`config.mk`:
```
export PLATFORM = sky130hd
export DESIGN_NAME = disp_arb_flat
export DESIGN_NICKNAME = d
export VERILOG_FILES = /design/src/rtl/disp_pkg.sv /design/src/rtl/disp_arb_if.sv /design/src/rtl/rr_pick.sv /design/src/rtl/disp_arb.sv /design/src/flat_wrapper.sv
export SDC_FILE = /design/constraint.sdc
export NUM_CORES = 1
export LEC_CHECK = 0
export BUFFER_PORTS_ARGS = -buffer_cell sky130_fd_sc_hd__buf_2
export CAP_MARGIN = 5
export CORE_AREA = 2 2 96 98
export CTS_CLUSTER_SIZE = 12
export DETAILED_ROUTE_END_ITERATION = 8
export DIE_AREA = 0 0 98 100
export PLACE_DENSITY = 0.57
export SKIP_CTS_REPAIR_TIMING = 1
export SLEW_MARGIN = 20
export SYNTH_ARGS = -nofsm -noshare
export SYNTH_HDL_FRONTEND = slang
export SYNTH_SLANG_ARGS = --single-unit
```
`constraint.sdc`:
```
create_clock -name i_clk -period 3 [get_ports i_clk]
set_input_delay 0.3 -clock i_clk [delete_from_list [all_inputs] [get_ports i_clk]]
set_output_delay 0.3 -clock i_clk [all_outputs]
set_load 0.01 [all_outputs]
```
`src/rtl/disp_pkg.sv`:
```
// Shared types and defaults for the display arbiter.
// Width helper keeps dwell counters at least one bit wide.
package disp_pkg;

  localparam int DISP_DW    = 11;
  localparam int DISP_DWELL = 50_000_000;

  typedef enum logic {
    IDLE,
    HOLD
  } disp_arb_state_t;

  function automatic int cnt_w(input int dwell);
    return (dwell > 1) ? $clog2(dwell) : 1;
  endfunction

endpackage

```
`src/rtl/disp_arb_if.sv`:
```
// Requester-side bundle of the display arbiter.
// Master drives requests and values; slave is the arbiter.
interface disp_arb_if #(
  parameter int N_REQ = 4,
  parameter int DW    = 11
);

  logic [N_REQ-1:0]    req;
  logic [N_REQ*DW-1:0] val;
  logic                disp_sel;
  logic [DW-1:0]       disp_data;
  logic [N_REQ-1:0]    grant;
  logic                busy;

  modport master (
    output req, val,
    input  disp_sel, disp_data, grant, busy
  );

  modport slave (
    input  req, val,
    output disp_sel, disp_data, grant, busy
  );

endinterface

```
`src/rtl/rr_pick.sv`:
```
// Round-robin winner search starting after i_last.
// The requester at i_last is scanned last.
module rr_pick #(
  parameter int N_REQ = 4
) (
  input  logic [N_REQ-1:0]         i_req,
  input  logic [$clog2(N_REQ)-1:0] i_last,
  output logic                     o_found,
  output logic [$clog2(N_REQ)-1:0] o_idx
);

  localparam int LW = $clog2(N_REQ);

  logic [LW-1:0] w_j;

  // Scan from the far end so the nearest hit wins.
  always_comb begin
    o_found = 1'b0;
    o_idx   = '0;
    w_j     = '0;
    for (int i = N_REQ; i >= 1; i--) begin
      w_j = LW'((int'(i_last) + i) % N_REQ);
      if (i_req[w_j]) begin
        o_found = 1'b1;
        o_idx   = w_j;
      end
    end
  end

endmodule

```
`src/rtl/disp_arb.sv`:
```
// Round-robin owner selection for the shared 7-segment driver.
// Owner holds the display for a minimum dwell; value changes reload it.
module disp_arb
  import disp_pkg::*;
#(
  parameter int N_REQ = 4,
  parameter int DW    = DISP_DW,
  parameter int DWELL = DISP_DWELL
) (
  input  logic     i_clk,
  input  logic     i_rst,
  disp_arb_if.slave bus
);

  localparam int LW = $clog2(N_REQ);
  localparam int CW = cnt_w(DWELL);

  disp_arb_state_t r_state, w_state_nx;
  logic [LW-1:0]    r_last, w_last_nx;
  logic [CW-1:0]    r_cnt, w_cnt_nx;
  logic             r_sel, w_sel_nx;
  logic [DW-1:0]    r_data, w_data_nx;
  logic [N_REQ-1:0] r_grant, w_grant_nx;

  logic          w_found;
  logic [LW-1:0] w_idx;
  logic          w_hold, w_exp, w_other, w_own_req;
  logic          w_hand, w_ref, w_drop;
  logic [DW-1:0] w_own_val, w_win_val;

  rr_pick #(.N_REQ(N_REQ)) u_pick (
    .i_req   (bus.req),
    .i_last  (r_last),
    .o_found (w_found),
    .o_idx   (w_idx)
  );

  // r_last doubles as the owner register while in HOLD.
  assign w_hold    = (r_state == HOLD);
  assign w_exp     = (r_cnt == '0);
  assign w_other   = w_found && (w_idx != r_last);
  assign w_own_req = bus.req[r_last];
  assign w_own_val = bus.val[int'(r_last)*DW +: DW];
  assign w_win_val = bus.val[int'(w_idx)*DW +: DW];

  assign w_hand = (!w_hold && w_found)
               || (w_hold && w_exp && w_other);
  assign w_ref  = w_hold && !w_hand && w_own_req
               && (w_own_val != r_data);
  assign w_drop = w_hold && w_exp && !w_other
               && !w_own_req;

  always_ff @(posedge i_clk) begin
    if (i_rst) begin
      r_state <= IDLE;
      r_last  <= LW'(N_REQ - 1);
      r_cnt   <= '0;
      r_sel   <= 1'b0;
      r_data  <= '0;
      r_grant <= '0;
    end else begin
      r_state <= w_state_nx;
      r_last  <= w_last_nx;
      r_cnt   <= w_cnt_nx;
      r_sel   <= w_sel_nx;
      r_data  <= w_data_nx;
      r_grant <= w_grant_nx;
    end
  end

  always_comb begin
    w_state_nx = r_state;
    unique case (r_state)
      IDLE:    if (w_found) w_state_nx = HOLD;
      HOLD:    if (w_drop)  w_state_nx = IDLE;
      default: w_state_nx = IDLE;
    endcase
  end

  always_comb begin
    w_sel_nx   = 1'b0;
    w_data_nx  = r_data;
    w_grant_nx = r_grant;
    w_last_nx  = r_last;
    w_cnt_nx   = (w_hold && !w_exp) ? r_cnt - 1'b1 : r_cnt;
    unique case (1'b1)
      w_hand: begin
        w_sel_nx   = 1'b1;
        w_data_nx  = w_win_val;
        w_grant_nx = N_REQ'(1) << w_idx;
        w_last_nx  = w_idx;
        w_cnt_nx   = CW'(DWELL - 1);
      end
      w_ref: begin
        w_sel_nx  = 1'b1;
        w_data_nx = w_own_val;
      end
      w_drop:  w_grant_nx = '0;
      default: ;
    endcase
  end

  assign bus.disp_sel  = r_sel;
  assign bus.disp_data = r_data;
  assign bus.grant     = r_grant;
  assign bus.busy      = w_hold;

endmodule
```
`src/flat_wrapper.sv`:
```
// flat-port wrapper written by rule: the top's interface ports become plain ports
module disp_arb_flat import disp_pkg::*;
#(
  parameter int N_REQ = 4,
  parameter int DW    = DISP_DW,
  parameter int DWELL = DISP_DWELL
)
  (i_clk, i_rst, bus_req, bus_val, bus_disp_sel, bus_disp_data, bus_grant, bus_busy);
  disp_arb_if #(.N_REQ(N_REQ), .DW(DW)) bus_i ();
  input  logic i_clk;
  input  logic i_rst;
  input wire logic [$bits(bus_i.req)-1:0] bus_req;
  input wire logic [$bits(bus_i.val)-1:0] bus_val;
  output wire logic [$bits(bus_i.disp_sel)-1:0] bus_disp_sel;
  output wire logic [$bits(bus_i.disp_data)-1:0] bus_disp_data;
  output wire logic [$bits(bus_i.grant)-1:0] bus_grant;
  output wire logic [$bits(bus_i.busy)-1:0] bus_busy;
  assign bus_i.req = bus_req;
  assign bus_i.val = bus_val;
  assign bus_disp_sel = bus_i.disp_sel;
  assign bus_disp_data = bus_i.disp_data;
  assign bus_grant = bus_i.grant;
  assign bus_busy = bus_i.busy;
  disp_arb #(.N_REQ(N_REQ), .DW(DW), .DWELL(DWELL)) u_core (.i_clk(i_clk), .i_rst(i_rst), .bus(bus_i));
endmodule
```
==> results.yml, run 1 <==
hold_path:
  hp-start: "bus_req[1]"
  min_path_cells: 3
  min_to: "u_core.bus.busy"
  hold_class: "in -> reg"
setup_path:
  rrSetupSlack_ns: 0.34
  reg2reg_depth: 6
  r2r-end: "u_core.r_last[1]"
  max_stage_delay_ns: 0.56
  end_kind: "flip-flop"
  crit_path_max_fanout: 38
  startpoint_type: "flip-flop"
  r2r_start: "u_core.r_cnt[2]"
  cpMaxStageDelayCell: "or4_4"
  path_cells: "or4_4, nor4b_2, or4b_1, a2bb2oi_4, buf_4, a211o_1"
  path_buf_inv: 1
  crit_type: "reg -> reg"
  required_ns: 3.20
  cp.arrival_ns: 2.86
  cpLargestDelayFamily: "simple AND/OR/NAND/NOR gates"
synth:
  synth_top_area_frac: 0.2999
  synth_top_family_by_area: "multiplexers"
  synthDistinctLibCells: 47
  yosysMostFrequentCell: "dfxtp_1"
  ys_seq_area_frac: 0.2999
  yosys_most_used_dff: "dfxtp_1"
  synth_compound_area_frac: 0.1366
  synth_cells: 322
  ys_ff_latch: 45
  synth_xor_area_frac: 0.07289
  synth.mux.area_fraction: 0.2374
  yosysWarnings: 0
  synth-async-reset-ratio: 0
  syn-mean-instance-area_um2: 9.330
  yosys.area_share.simple: 0.1920
  synthAdderAreaFrac: 0.008330
  yosys-top-cells-count: "dfxtp_1 (45), mux2i_1 (42), a21oi_1 (24)"
  yosysTopAreaCell: "dfxtp_1"
  synthesis.nets: 374
  syn_area_um2: 3004
  synth_edf_count: 0
  yosys-top-cells-area: "dfxtp_1 (30%), mux2i_1 (14%), mux4_2 (9.0%)"
timing:
  setup_viol_count_final: 0
  fin_skew_ns: 0.009245
  slew_viol_final: 0
  post-route-period-util: 0.8869
  rsz0062_at_grt: "no"
  relSlewSlack: 0.3732
  fmax_mhz: 375.8
  worst_slew_pin_slew_ns: 0.9370
  hold_viol_final: 0
  tns_ns: 0
  worst_slack_ns: 0.3393
  fin_crit_ns: 2.661
placed_design:
  globalplace.congestion: 0.8123
  preCtsSetupSlack_ns: 0.3434
  dp_hpwl_um: 5252
  portBuffers: 66
clock_tree:
  tritoncts: "built"
  cts_inserted_buffers: 5
  cts_root_buf: "clkbuf_8"
  cts_buffer_depth: 2
  htree_levels: 2
  clkLatencyLatePin_ns: 0.30
  cts.clk_slew.worst_paths_ns: 0.09
  clock_sinks: 45
floorplan:
  die_h_um: 100
  start_util: 0.3379
  dieArea_um2: 9800
  die_w_um: 98
  pin_count: 67
  num_rows: 35
  fp.coreArea_um2: 8890
route:
  num_vias: 2668
  drt-total-wl_um: 7146
  post_drt_wl_per_cell_um: 14.32
  drcViolationCount: 0
  drt_iter0_drc: 64
  drtAntennaViolNets: 0
  dr.pass1.iters: 4
  vias_per_cell: 5.347
run:
  drv_cap: 0
global_route:
  antenna_found_initial: 0
  grt_max_degree: 39
  grt_overflow: 0
  track_usage: 0.1505
  grt_pass1_wl_um: 12280
  grt_pass1_vias: 2603
layout:
  syn_to_final_growth_pct: 19.58
  drive_above_1_share: 0.2938
  n_antenna_cell: 0
  fin_nets: 439
pwr:
  vdd_drop_max_mv: 0.2007
  power-per-cell-area_nw_per_um2: 449.5
  power.leakage_uw: 0.001481
  power.total_uw: 1615
run_status:
  status: "finished, final reports clean"
## power by group
group	total, uW	internal, uW	switching (uW)
Combinational	515	259	255
Clock	408	187	221
Sequential	692	646	45.6
Total	1610	1090	522
## placed cells by master, fill, tap and decap left out, types with 10 or more instances in the layout
cell type and count:
dfxtp_1 45, mux2i_1 42, buf_4 14, xnor2_1 12, mux4_2 12, a21oi_1 24, xor2_1 13, nor2_1 20
nand4_1 10, nor3_1 10, nand2_1 10, buf_2 66
## sequential cells by signal (all words and copies together), names as in the netlist
signal,cells
u_core.bus.busy,1
u_core.bus.disp_data,11
u_core.bus.disp_sel,1
u_core.bus.grant,4
u_core.r_cnt,26
u_core.r_last,2
## area by class of cell
class / instances / area, um^2
Tap cell: 111 / 138.9
Multi-Input combinational cell: 245 / 1967
Timing Repair Buffer: 81 / 455.4
Clock inverter: 2 / 13.76
Clock buffer: 6 / 82.58
Sequential cell: 45 / 900.9
Fill cell: 891 / 5298
Inverter: 9 / 33.78
## routing by layer
layer | track usage | part of all wire | vias to the layer above
met5 | 0 | 0 | -
met1 | 0.1848 | 0.46 | 1272
li1 | - | - | 1337
met3 | 0.02925 | 0.039 | 7
met2 | 0.2729 | 0.50 | 52
met4 | 0.03419 | 0.0084 | 0
## how the worst max path moves through the flow
stage                                start                       to  slack (ns)  cells past startpoint
after global routing      u_core.r_last[0]         u_core.r_cnt[24]        0.11                      8
after global placement     u_core.r_cnt[2]         u_core.r_last[1]        0.38                      6
after detailed placement   u_core.r_cnt[2]         u_core.r_last[1]        0.34                      6
after CTS                  u_core.r_cnt[2]         u_core.r_last[1]        0.33                      6
after floorplan           u_core.r_last[0]  u_core.bus.disp_data[9]        0.57                      9
final                      u_core.r_cnt[2]         u_core.r_last[1]        0.34                      6
## cells by family after synthesis
family,Yosys count
AO/OA/AOI/OAI,62
XOR/XNOR,25
adder cells (fa/ha/maj),2
buffers and inverters,32
flip-flops,45
multiplexers,56
AND/OR/NAND/NOR,100
## per-stage QoR
stage	util	hold slack (ns)	area (um^2)	cells
final	0.4041	0.4361	3592	499
after global routing	0.4041	0.4580	3592	499
after CTS	0.4041	0.4343	3592	499
after detailed placement	0.3932	0.4464	3496	491
after global placement	0.3932	0.4445	3496	491
after floorplan	-	0.4585	3004	322
## worst register-to-register path, delay by kind of cell, from the launching register on
kind                   cells  cell delay, ns
buffers and inverters      1            0.30
flip-flops                 1            0.35
AO/OA/AOI/OAI              2            0.62
AND/OR/NAND/NOR            3            1.29
Note: power is estimated with default switching activity, not from simulation.
==> run 2: changes to the inputs <==
Settings changed: CORE_AREA 2 2 96 98 to 10 10 104 106, DIE_AREA 0 0 98 100 to 0 0 114 116, PLACE_DENSITY 0.57 to 0.59.
Clock period 3 ns to 2.2 ns, I/O delays scaled along.
==> run 2 against run 1 <==
The run now ends with setup timing left; clock skew down 0.0063 ns; global-route usage fell by 2.4 points; hold slack got worse by 0.12 ns; cell count grew 8.2%; highest routed layer unchanged; setup slack worse by 0.54 ns.
==> results.yml, run 2 (synthesis results as in run 1) <==
layout:
  regArea_um2: 905.9
  final_common_cell: "buf_2"
  final_area_um2: 4130
  drive_above_1_share: 0.4190
  n_antenna_cell: 0
  largest_reg_flops: 26
  fin_cells: 540
  syn_to_final_growth_pct: 37.48
  layout_common_cells: "buf_2 (66), buf_4 (50), dfxtp_1 (43)"
  fillers: 842
  multi_input_area_um2: 2097
  regMostFlops: "u_core.r_cnt"
  fin_nets: 483
floorplan:
  fp.coreArea_um2: 8678
  die_h_um: 116
  start_util: 0.3462
  dieArea_um2: 13220
  die_w_um: 114
  pin_count: 67
  num_rows: 34
timing:
  relSlewSlack: 0.7513
  slew_viol_final: 0
  fin_skew_ns: 0.002962
  worst_slack_ns: -0.2037
  hold_viol_final: 0
  fin_crit_ns: 2.404
  post-route-period-util: 1.093
  setup_viol_count_final: 44
  rsz0062_at_grt: "yes"
  worst_slew_pin_slew_ns: 0.3696
  tns_ns: -4.497
  fmax_mhz: 416.0
setup_path:
  crit_path_max_fanout: 13
  crit_type: "reg -> reg"
  cp.arrival_ns: 2.63
  startpoint_type: "flip-flop"
  end_kind: "flip-flop"
  required_ns: 2.43
pwr:
  power.leakage_uw: 0.001749
  vdd_drop_max_mv: 0.2875
  power-per-cell-area_nw_per_um2: 594.8
global_route:
  grt_pass1_wl_um: 13940
  grt_overflow: 0
  antenna_found_initial: 0
  track_usage: 0.1264
  grt_max_degree: 21
  grt_pass1_vias: 2929
route:
  drcViolationCount: 0
  drt_iter0_drc: 111
  dr.pass1.iters: 4
  num_vias: 2877
  post_drt_wl_per_cell_um: 15.57
  drtAntennaViolNets: 0
  drt-total-wl_um: 8409
  vias_per_cell: 5.328
placed_design:
  dp_hpwl_um: 6593
  post_dp_cell_area_um2: 3860
  dp.cells: 527
  portBuffers: 66
  globalplace.congestion: 0.8422
clock_tree:
  cts_inserted_buffers: 5
  cts_root_buf: "clkbuf_8"
  clock_sinks: 45
  htree_levels: 2
  tritoncts: "built"
  clkLatencyLatePin_ns: 0.29
  cts_buffer_depth: 2
  cts.clk_slew.worst_paths_ns: 0.08
run_status:
  violations: "setup timing"
  status: "finished, violations left"
run:
  drv_cap: 0
hold_path:
  hold_class: "in -> reg"
-- run 2: cell count changes in the layout (fill, tap and decap cells not counted), sizes merged --
| cell | delta |
|---|---|
| clkbuf | +1 |
| bufinv | +1 |
| buf | +44 |
| clkinv | -2 |
-- run 2: worst paths after layout --
kind | startpoint | endpoint | slack, ns | cells past startpoint
min | i_rst | u_core.bus.disp_data[1] | 0.31 | 2
max | u_core.r_cnt[5] | u_core.bus.grant[0] | -0.20 | 6
max reg2reg | u_core.r_cnt[5] | u_core.bus.grant[0] | -0.20 | 6
min reg2reg | u_core.bus.grant[2] | u_core.bus.grant[2] | 0.46 | 2
-- run 2: worst max-delay path, cell delays in order, from the launching register on --
cell	delay, ns
dfxtp_2	0.32
or4_4	0.55
nor4b_4	0.22
or4b_4	0.53
a2bb2oi_4	0.22
or3b_1	0.37
a21oi_1	0.13
-- run 2: layout make-up --
cell class / count / share of cell area
clock buffers: 7 / 0.02090
clock inverters: 1 / 0.007271
repair buffers: 125 / 0.2039
multi-input cells: 245 / 0.5077
flip-flops and latches: 45 / 0.2193
well taps: 108 / 0.03272
inverters: 9 / 0.008179
-- run 2: routing by layer --
layer	share of wire	GRT usage	vias up
met5	0	0	-
met4	0.010	0.03592	0
met3	0.033	0.02222	9
met2	0.48	0.2122	43
met1	0.48	0.1625	1398
li1	-	-	1427
-- run 2: where the power goes --
group | internal [uW] | leakage, uW | switching, uW
Sequential | 882 | 0.000373 | 57.7
Clock | 370 | 0.0000585 | 277
Combinational | 460 | 0.00132 | 411
-- run 2: metrics by stage --
stage | total power (uW) | hold slack, ns | worst slack [ns] | utilization
2_1_floorplan | 1467 | 0.4191 | -0.1641 | -
3_3_place_gp | 1773 | 0.4432 | -0.1945 | 0.4448
3_5_place_dp | 1789 | 0.4466 | -0.2813 | 0.4448
4_1_cts | 2440 | 0.3156 | -0.2894 | 0.4582
5_1_grt | 2598 | 0.3160 | -0.2962 | 0.4759
6_report | 2457 | 0.3120 | -0.2037 | 0.4759
